===== src/rtl/keypad_scanner.sv =====
// keypad_scanner: 4x4 matrix keypad scanner with press/release debounce,
// one event per press and the two most recent key codes.
module keypad_scanner #(
    parameter int SCAN_DIV        = 4096,
    parameter int DEBOUNCE_CYCLES = 65536
) (
    input  logic       clk,
    input  logic       reset,
    input  logic [3:0] col,
    output logic [3:0] row,
    output logic       key_valid,
    output logic [3:0] key_code,
    output logic [3:0] digit_new,
    output logic [3:0] digit_old
);
    localparam int DW = $clog2(SCAN_DIV);
    localparam int CW = $clog2(DEBOUNCE_CYCLES);
    localparam logic [DW-1:0] DWELL_LAST = DW'(SCAN_DIV - 1);
    localparam logic [CW-1:0] CNT_LAST   = CW'(DEBOUNCE_CYCLES - 1);
    // nibble {row, col} holds the legend printed on that key
    localparam logic [63:0] KEY_MAP = 64'hDF0E_C987_B654_A321;

    typedef enum logic [1:0] {SCAN, DEBOUNCE, HELD, RELEASE} state_t;

    state_t        state, state_n;
    logic [3:0]    col_m, col_s;
    logic [1:0]    row_idx, row_idx_n, lc, lc_n, low_col;
    logic [DW-1:0] dwell, dwell_n;
    logic [CW-1:0] cnt, cnt_n;
    logic          fire, pressed;
    logic [3:0]    code;

    assign low_col = !col_s[0] ? 2'd0 : !col_s[1] ? 2'd1 : !col_s[2] ? 2'd2 : 2'd3;
    assign pressed = !col_s[lc];
    assign code    = KEY_MAP[{row_idx, lc, 2'b00} +: 4];

    always_comb begin
        state_n   = state;
        row_idx_n = row_idx;
        lc_n      = lc;
        dwell_n   = dwell;
        cnt_n     = cnt;
        fire      = 1'b0;
        case (state)
            SCAN: begin
                if (dwell != DWELL_LAST) begin
                    dwell_n = dwell + 1'b1;
                end else begin
                    dwell_n = '0;
                    if (col_s != 4'hF) begin
                        state_n = DEBOUNCE;
                        lc_n    = low_col;
                        cnt_n   = '0;
                    end else begin
                        row_idx_n = row_idx + 2'd1;
                    end
                end
            end
            DEBOUNCE: begin
                if (!pressed) state_n = SCAN;
                else if (cnt == CNT_LAST) begin
                    state_n = HELD;
                    fire    = 1'b1;
                end else cnt_n = cnt + 1'b1;
            end
            HELD: begin
                if (!pressed) begin
                    state_n = RELEASE;
                    cnt_n   = '0;
                end
            end
            RELEASE: begin
                if (pressed) state_n = HELD;
                else if (cnt == CNT_LAST) state_n = SCAN;
                else cnt_n = cnt + 1'b1;
            end
            default: state_n = SCAN;
        endcase
    end

    always_ff @(posedge clk) begin
        if (reset) begin
            state     <= SCAN;
            col_m     <= 4'hF;
            col_s     <= 4'hF;
            row_idx   <= '0;
            lc        <= '0;
            dwell     <= '0;
            cnt       <= '0;
            row       <= 4'b1110;
            key_valid <= 1'b0;
            key_code  <= '0;
            digit_new <= '0;
            digit_old <= '0;
        end else begin
            state     <= state_n;
            col_m     <= col;
            col_s     <= col_m;
            row_idx   <= row_idx_n;
            lc        <= lc_n;
            dwell     <= dwell_n;
            cnt       <= cnt_n;
            row       <= ~(4'b0001 << row_idx_n);
            key_valid <= fire;
            if (fire) begin
                key_code  <= code;
                digit_old <= digit_new;
                digit_new <= code;
            end
        end
    end
endmodule


===== config.mk =====
export PLATFORM = sky130hd
export DESIGN_NAME = keypad_scanner
export DESIGN_NICKNAME = d
export VERILOG_FILES = /design/src/rtl/keypad_scanner.sv
export SDC_FILE = /design/constraint.sdc
export NUM_CORES = 1
export LEC_CHECK = 0
export BUFFER_PORTS_ARGS = -buffer_cell sky130_fd_sc_hd__buf_2
export CORE_MARGIN = 8
export CORE_UTILIZATION = 40
export CTS_BUF_LIST = sky130_fd_sc_hd__clkbuf_2
export CTS_CLUSTER_DIAMETER = 100
export DETAILED_ROUTE_END_ITERATION = 10
export PLACE_DENSITY = 0.61
export SYNTH_ARGS = -nofsm -noshare
export SYNTH_HDL_FRONTEND = slang
export SYNTH_SLANG_ARGS = --single-unit

===== constraint.sdc =====
create_clock -name clk -period 5.23 [get_ports clk]
set_input_delay 0.2615 -clock clk [delete_from_list [all_inputs] [get_ports clk]]
set_output_delay 0.2615 -clock clk [all_outputs]
set_load 0.01 [all_outputs]

======== Word level (Yosys, flattened, before mapping) ========
Cells that the tools add are included.
operators by class
  add/subtract/negate cells ............... 3
  $lt $le $gt $ge ......................... 1
  eq/ne operators ......................... 13
  shift-type cells ........................ 2
  multiplexer cells ....................... 27
  bitwise operators ....................... 2
  reductions and logical operators ........ 4
operator list
  kind                     count
  $mux 16                  6
  $pmux 16 s4              1
  $shiftx 64x7->4 const A  1
  $mux 2                   12
  $add 16x1->16 const B    1
  $eq 16x16->1 const B     1
  $add 12x1->12 const B    1
  $mux 12                  1
  $ne 12x12->1 const B     1
  $ne 2x2->1 const B       5
  $reduce_and 5->1         2
  $pmux 2 s4               1
  $ne 3x3->1 const B       2
  $mux 1                   5
  $eq 2x2->1 const B       2
  $ne 4x4->1 const B       1
  $not 4->4                1
  $shl 1x2->4 const A      1
  $lt 2x3->1 const B       1
  $reduce_and 3->1         1
  $add 2x1->2 const B      1
  $bmux 1 s2               1
  $eq 2x1->1 const B       1
  $logic_not 2->1          1
  $not 1->1                1
word-level totals
  flip-flop bits (word level) ............. 55
  input bits .............................. 6
  output and inout bits ................... 17
  word-level logic and storage cells ...... 63

======== Longest topological paths before layout ========
  word-level depth ........................ 6
  depth in mapped cells ................... 8
  depth with buffers taken out ............ 7

======== Worst setup path after synthesis ========
OpenSTA, ideal clock, no wires.
  path type ............................... reg-to-reg
  start point ............................. register dwell[0]
  end point ............................... register cnt[10]
  setup time .............................. 70 ps
  arrival time ............................ 2294 ps
  required time ........................... 5160 ps
  path slack .............................. 2865 ps
  cell stages (with the launch flop) ...... 8
  path buffers ............................ 1
  period minus slack after synthesis ...... 2365 ps
  cells stage by stage .................... dfxtp_1 > ha_1 > nand2_1 > or4_4 > o311a_4 > buf_6 > or4_1 > a21oi_1
on the way
  word-level cells in the longest chain between the ends .. 3
ends and longest elaborated chain
  item                        line  source
  start: declaration          28    logic [DW-1:0] dwell, dwell_n;
  start signal: assignment    101   dwell <= dwell_n;
  $ne 12x12->1                46    if (dwell != DWELL_LAST) begin
  $ne 2x2->1 (no line)        n/a
  $reduce_and 5->1 (no line)  n/a
  end signal: assignment      102   cnt <= cnt_n;
  end: declaration            29    logic [CW-1:0] cnt, cnt_n;
Every way passes these cells.
A chain may end at the register's enable or synchronous reset.

======== Worst setup path in the final report ========
  start point ............................. register dwell[0]
  end point ............................... register cnt[6]
Same word-level chain as after synthesis.

==> run_results.csv <==
group,metric,value,unit
cells_and_area,multi_input_area,0.001393,mm²
die,start_util,41.30,%
routing,routed_via_density,5.484,
die,die_w,96.74,µm
grt,grt_usage,10.83,%
cts,htreeDepth,2,
critical_path,critPathMaxStageDelay,0.57,ns
placed_design,dpl_cell_area,0.002730,mm²
worst_hold_path,min_path_cells,2,
cts,clkTransAtPathRegs,0.28,ns
critical_path,cp.arrival,2.99,ns
critical_path,crit_chain,"ha_1 > nand2_1 > or4_4 > o311a_4 > or4_1 > a21oi_1",
sta,max_freq,0.3855,GHz
logic_synthesis,ys_ff_latch,55,
critical_path,cp_max_fo,33,
worst_hold_path,hp-class,"in2reg",
critical_path,crit_type,"reg2reg",
routing,wl_per_cell,13.22,µm
logic_synthesis,synthMostInstantiatedCell,"dfxtp_1",
logic_synthesis,synth_edf_count,0,
grt,grt_max_degree,34,
logic_synthesis,synth_warnings,0,
cts,worstSkewPairLatency,0.45,ns
flow_run,maxCapViolCount,0,
routing,vias,2106,
cells_and_area,regArea,0.001101,mm²
die,die-area,0.009359,mm²
cells_and_area,postLayoutCoreUtil,44.89,%
cells_and_area,syn_to_final_growth,8.685,%
die,num_rows,29,
sta,finalClockSkew,0.02207,ns
cells_and_area,design_area,0.002834,mm²
placed_design,place.gp.congestion,0.7683,
power_and_ir_drop,power_density,235.1,mW/mm²
sta,fin_ws,2.636,ns
critical_path,worstRegToRegCells,6,
logic_synthesis,synth_area_leader_cell,"dfxtp_1",
placed_design,io_buffers,22,
logic_synthesis,synth_top_area_share,42.23,%
logic_synthesis,synth_common_cells,"dfxtp_1, nor2_1, a21oi_1",
sta,slew_violations,0,
cts,clockBufferDepth,2,
die,die-height,96.74,µm
power_and_ir_drop,power.leakage,0.9339,nW
grt,grt_pass1_vias,1887,
cells_and_area,fin_nets,319,
cts,tritoncts,"yes",
critical_path,r2r-start,"dwell[0]",
routing,ant_nets,0,
sta,setup_viol,0,
logic_synthesis,syn_area,0.002608,mm²
cells_and_area,layout-drive-gt1-share,14.66,%
grt,grt_pass1_wl,8818,µm
sta,period_share,49.60,%
critical_path,end_kind,"register",
logic_synthesis,synth_flop_cell,"dfxtp_1",
routing,wirelength,5075,µm
sta,slew_headroom,24.26,%
critical_path,crit_slowest_cell,"or4_4",
grt,grt-ovfl-total,0,
sta,tightest_slew,1.127,ns
sta,fin_setup_tns,0,ns
critical_path,required,5.62,ns
logic_synthesis,synth_seq_area_share,42.23,%
die,core_area,0.006314,mm²
grt,antenna_found_initial,0,
sta,hold_viol,0,
worst_hold_path,min-delay-start,"reset",
logic_synthesis,postSynthCellCount,292,
placed_design,dpl_worst_slack,2.646,ns
critical_path,cp_top_family,"simple AND/OR/NAND/NOR gates",
worst_hold_path,hold_end,"digit_new[1]",
critical_path,critPathBufInv,0,
critical_path,cp-start-kind,"register",
run_status,outcome,"complete, no violations",
cts,cts_buffers,5,
sta,rsz0062_at_grt,"no",
die,io-pin-count,23,
power_and_ir_drop,ir_worst_vdd,0.0001149,V
logic_synthesis,syn_area_per_cell,8.930,µm²
logic_synthesis,synthTopCellsByArea,"dfxtp_1, mux2i_1, a21oi_1, o31ai_1, or4_1",
placed_design,post-dp-hpwl,3496,µm
critical_path,r2r_slack,2.64,ns
logic_synthesis,ys_async_sr_fraction,0,%
cts,cts_root_buffer,"clkbuf_2",
routing,first_pass_iters,4,
routing,first_iter_violations,134,
cts,cts.sinks,55,
routing,post-route-drc-count,0,
critical_path,timing.rr.end,"cnt[6]",
sta,fin_crit,2.594,ns
cells_and_area,nFillCells,623,
logic_synthesis,synth_fp_nets,305,
logic_synthesis,netlist-cell-type-count,42,
cells_and_area,antenna_cells,0,
[routing by layer]
layer | wire [µm] | GRT usage (%) | up-vias
li1 | - | - | 1095
met1 | 2649 | 13.84 | 970
met2 | 2115 | 16.41 | 35
met3 | 236 | 3.485 | 6
met4 | 73 | 4.260 | 0
met5 | 0 | 0 | -
[cell families after synthesis]
kind of cell / after synthesis / share of synthesized area, %
simple gates: 123 / 26.54
compound gates: 57 / 14.06
flops: 55 / 42.23
buf+inv: 26 / 4.606
mux: 14 / 5.854
xor+xnor: 10 / 3.359
fa+ha+maj: 7 / 3.359
[area by class of cell]
type                    count  share of cell area, %
flip-flops and latches     55                  38.85
inverters                   6                 0.7947
well taps                  77                  3.400
repair buffers             27                  5.563
clock buffers               5                 0.8830
clock inverters             3                  1.369
multi-input cells         211                  49.14
[cell usage in the layout (no fill, tap or decap), types with 2 or more instances in the layout]
cell type	n
dfxtp_1	55
nor2_1	26
a21oi_1	24
buf_2	22
nand2_1	14
o31ai_1	14
or4_1	14
nand4_1	13
mux2i_1	13
nand3_1	11
or2_2	10
ha_1	7
inv_1	6
xnor2_1	6
nor3_1	6
o21ai_0	5
clkbuf_2	5
nor4_1	4
xor2_1	4
nand2b_1	4
o21ai_1	4
or3_1	4
dlygate4sd3_1	4
and4_1	3
and3_1	3
and2_1	2
or3b_1	2
a211oi_1	2
or2_1	2
[flip-flops by register name, indices dropped and copies added, names as in the netlist, named ones only]
name	count
cnt	16
dwell	12
col_m	4
col_s	4
digit_new	4
digit_old	4
row	4
lc	2
row_idx	2
key_valid	1
state	1
[metrics by stage]
stage / total power [mW] / instances / hold WS [ns]
finish: 0.6664 / 384 / 0.2429
global route: 0.6927 / 384 / 0.2576
CTS: 0.6739 / 384 / 0.2370
detailed placement: 0.4573 / 372 / 0.3932
global placement: 0.4573 / 372 / 0.3933
floorplan: 0.4512 / 292 / 0.3653
[worst max path at each step]
stage / slack [ns] / start / end / cells after the start
finish: 2.64 / dwell[0] / cnt[6] / 6
global placement: 2.72 / cnt[0] / digit_new[1] / 6
global route: 2.45 / cnt[0] / digit_old[0] / 6
floorplan: 2.87 / dwell[0] / cnt[10] / 7
CTS: 2.61 / cnt[0] / digit_old[0] / 6
detailed placement: 2.65 / cnt[0] / digit_old[0] / 6
[what timing repair did]
action / in CTS / in global routing
gates resized for setup: 0 / 0
buffers inserted: 0 / 0
hold buffers: 4 / 0
endpoints found under the hold margin: 4 / 0
[power by group]
group          total [mW]  switching (mW)  leakage (nW)  internal, mW
Sequential          0.430         0.00427         0.446         0.426
Clock               0.215           0.136        0.0404        0.0785
Combinational      0.0217          0.0119         0.448       0.00980
Total               0.666           0.152         0.934         0.514
[worst reg2reg max path: stages (launching register included)]
cell and delay (ns):
dfxtp_1 0.45, ha_1 0.24, nand2_1 0.08, or4_4 0.57, o311a_4 0.50, or4_1 0.54, a21oi_1 0.14
Note: power is estimated with default switching activity, not from simulation.
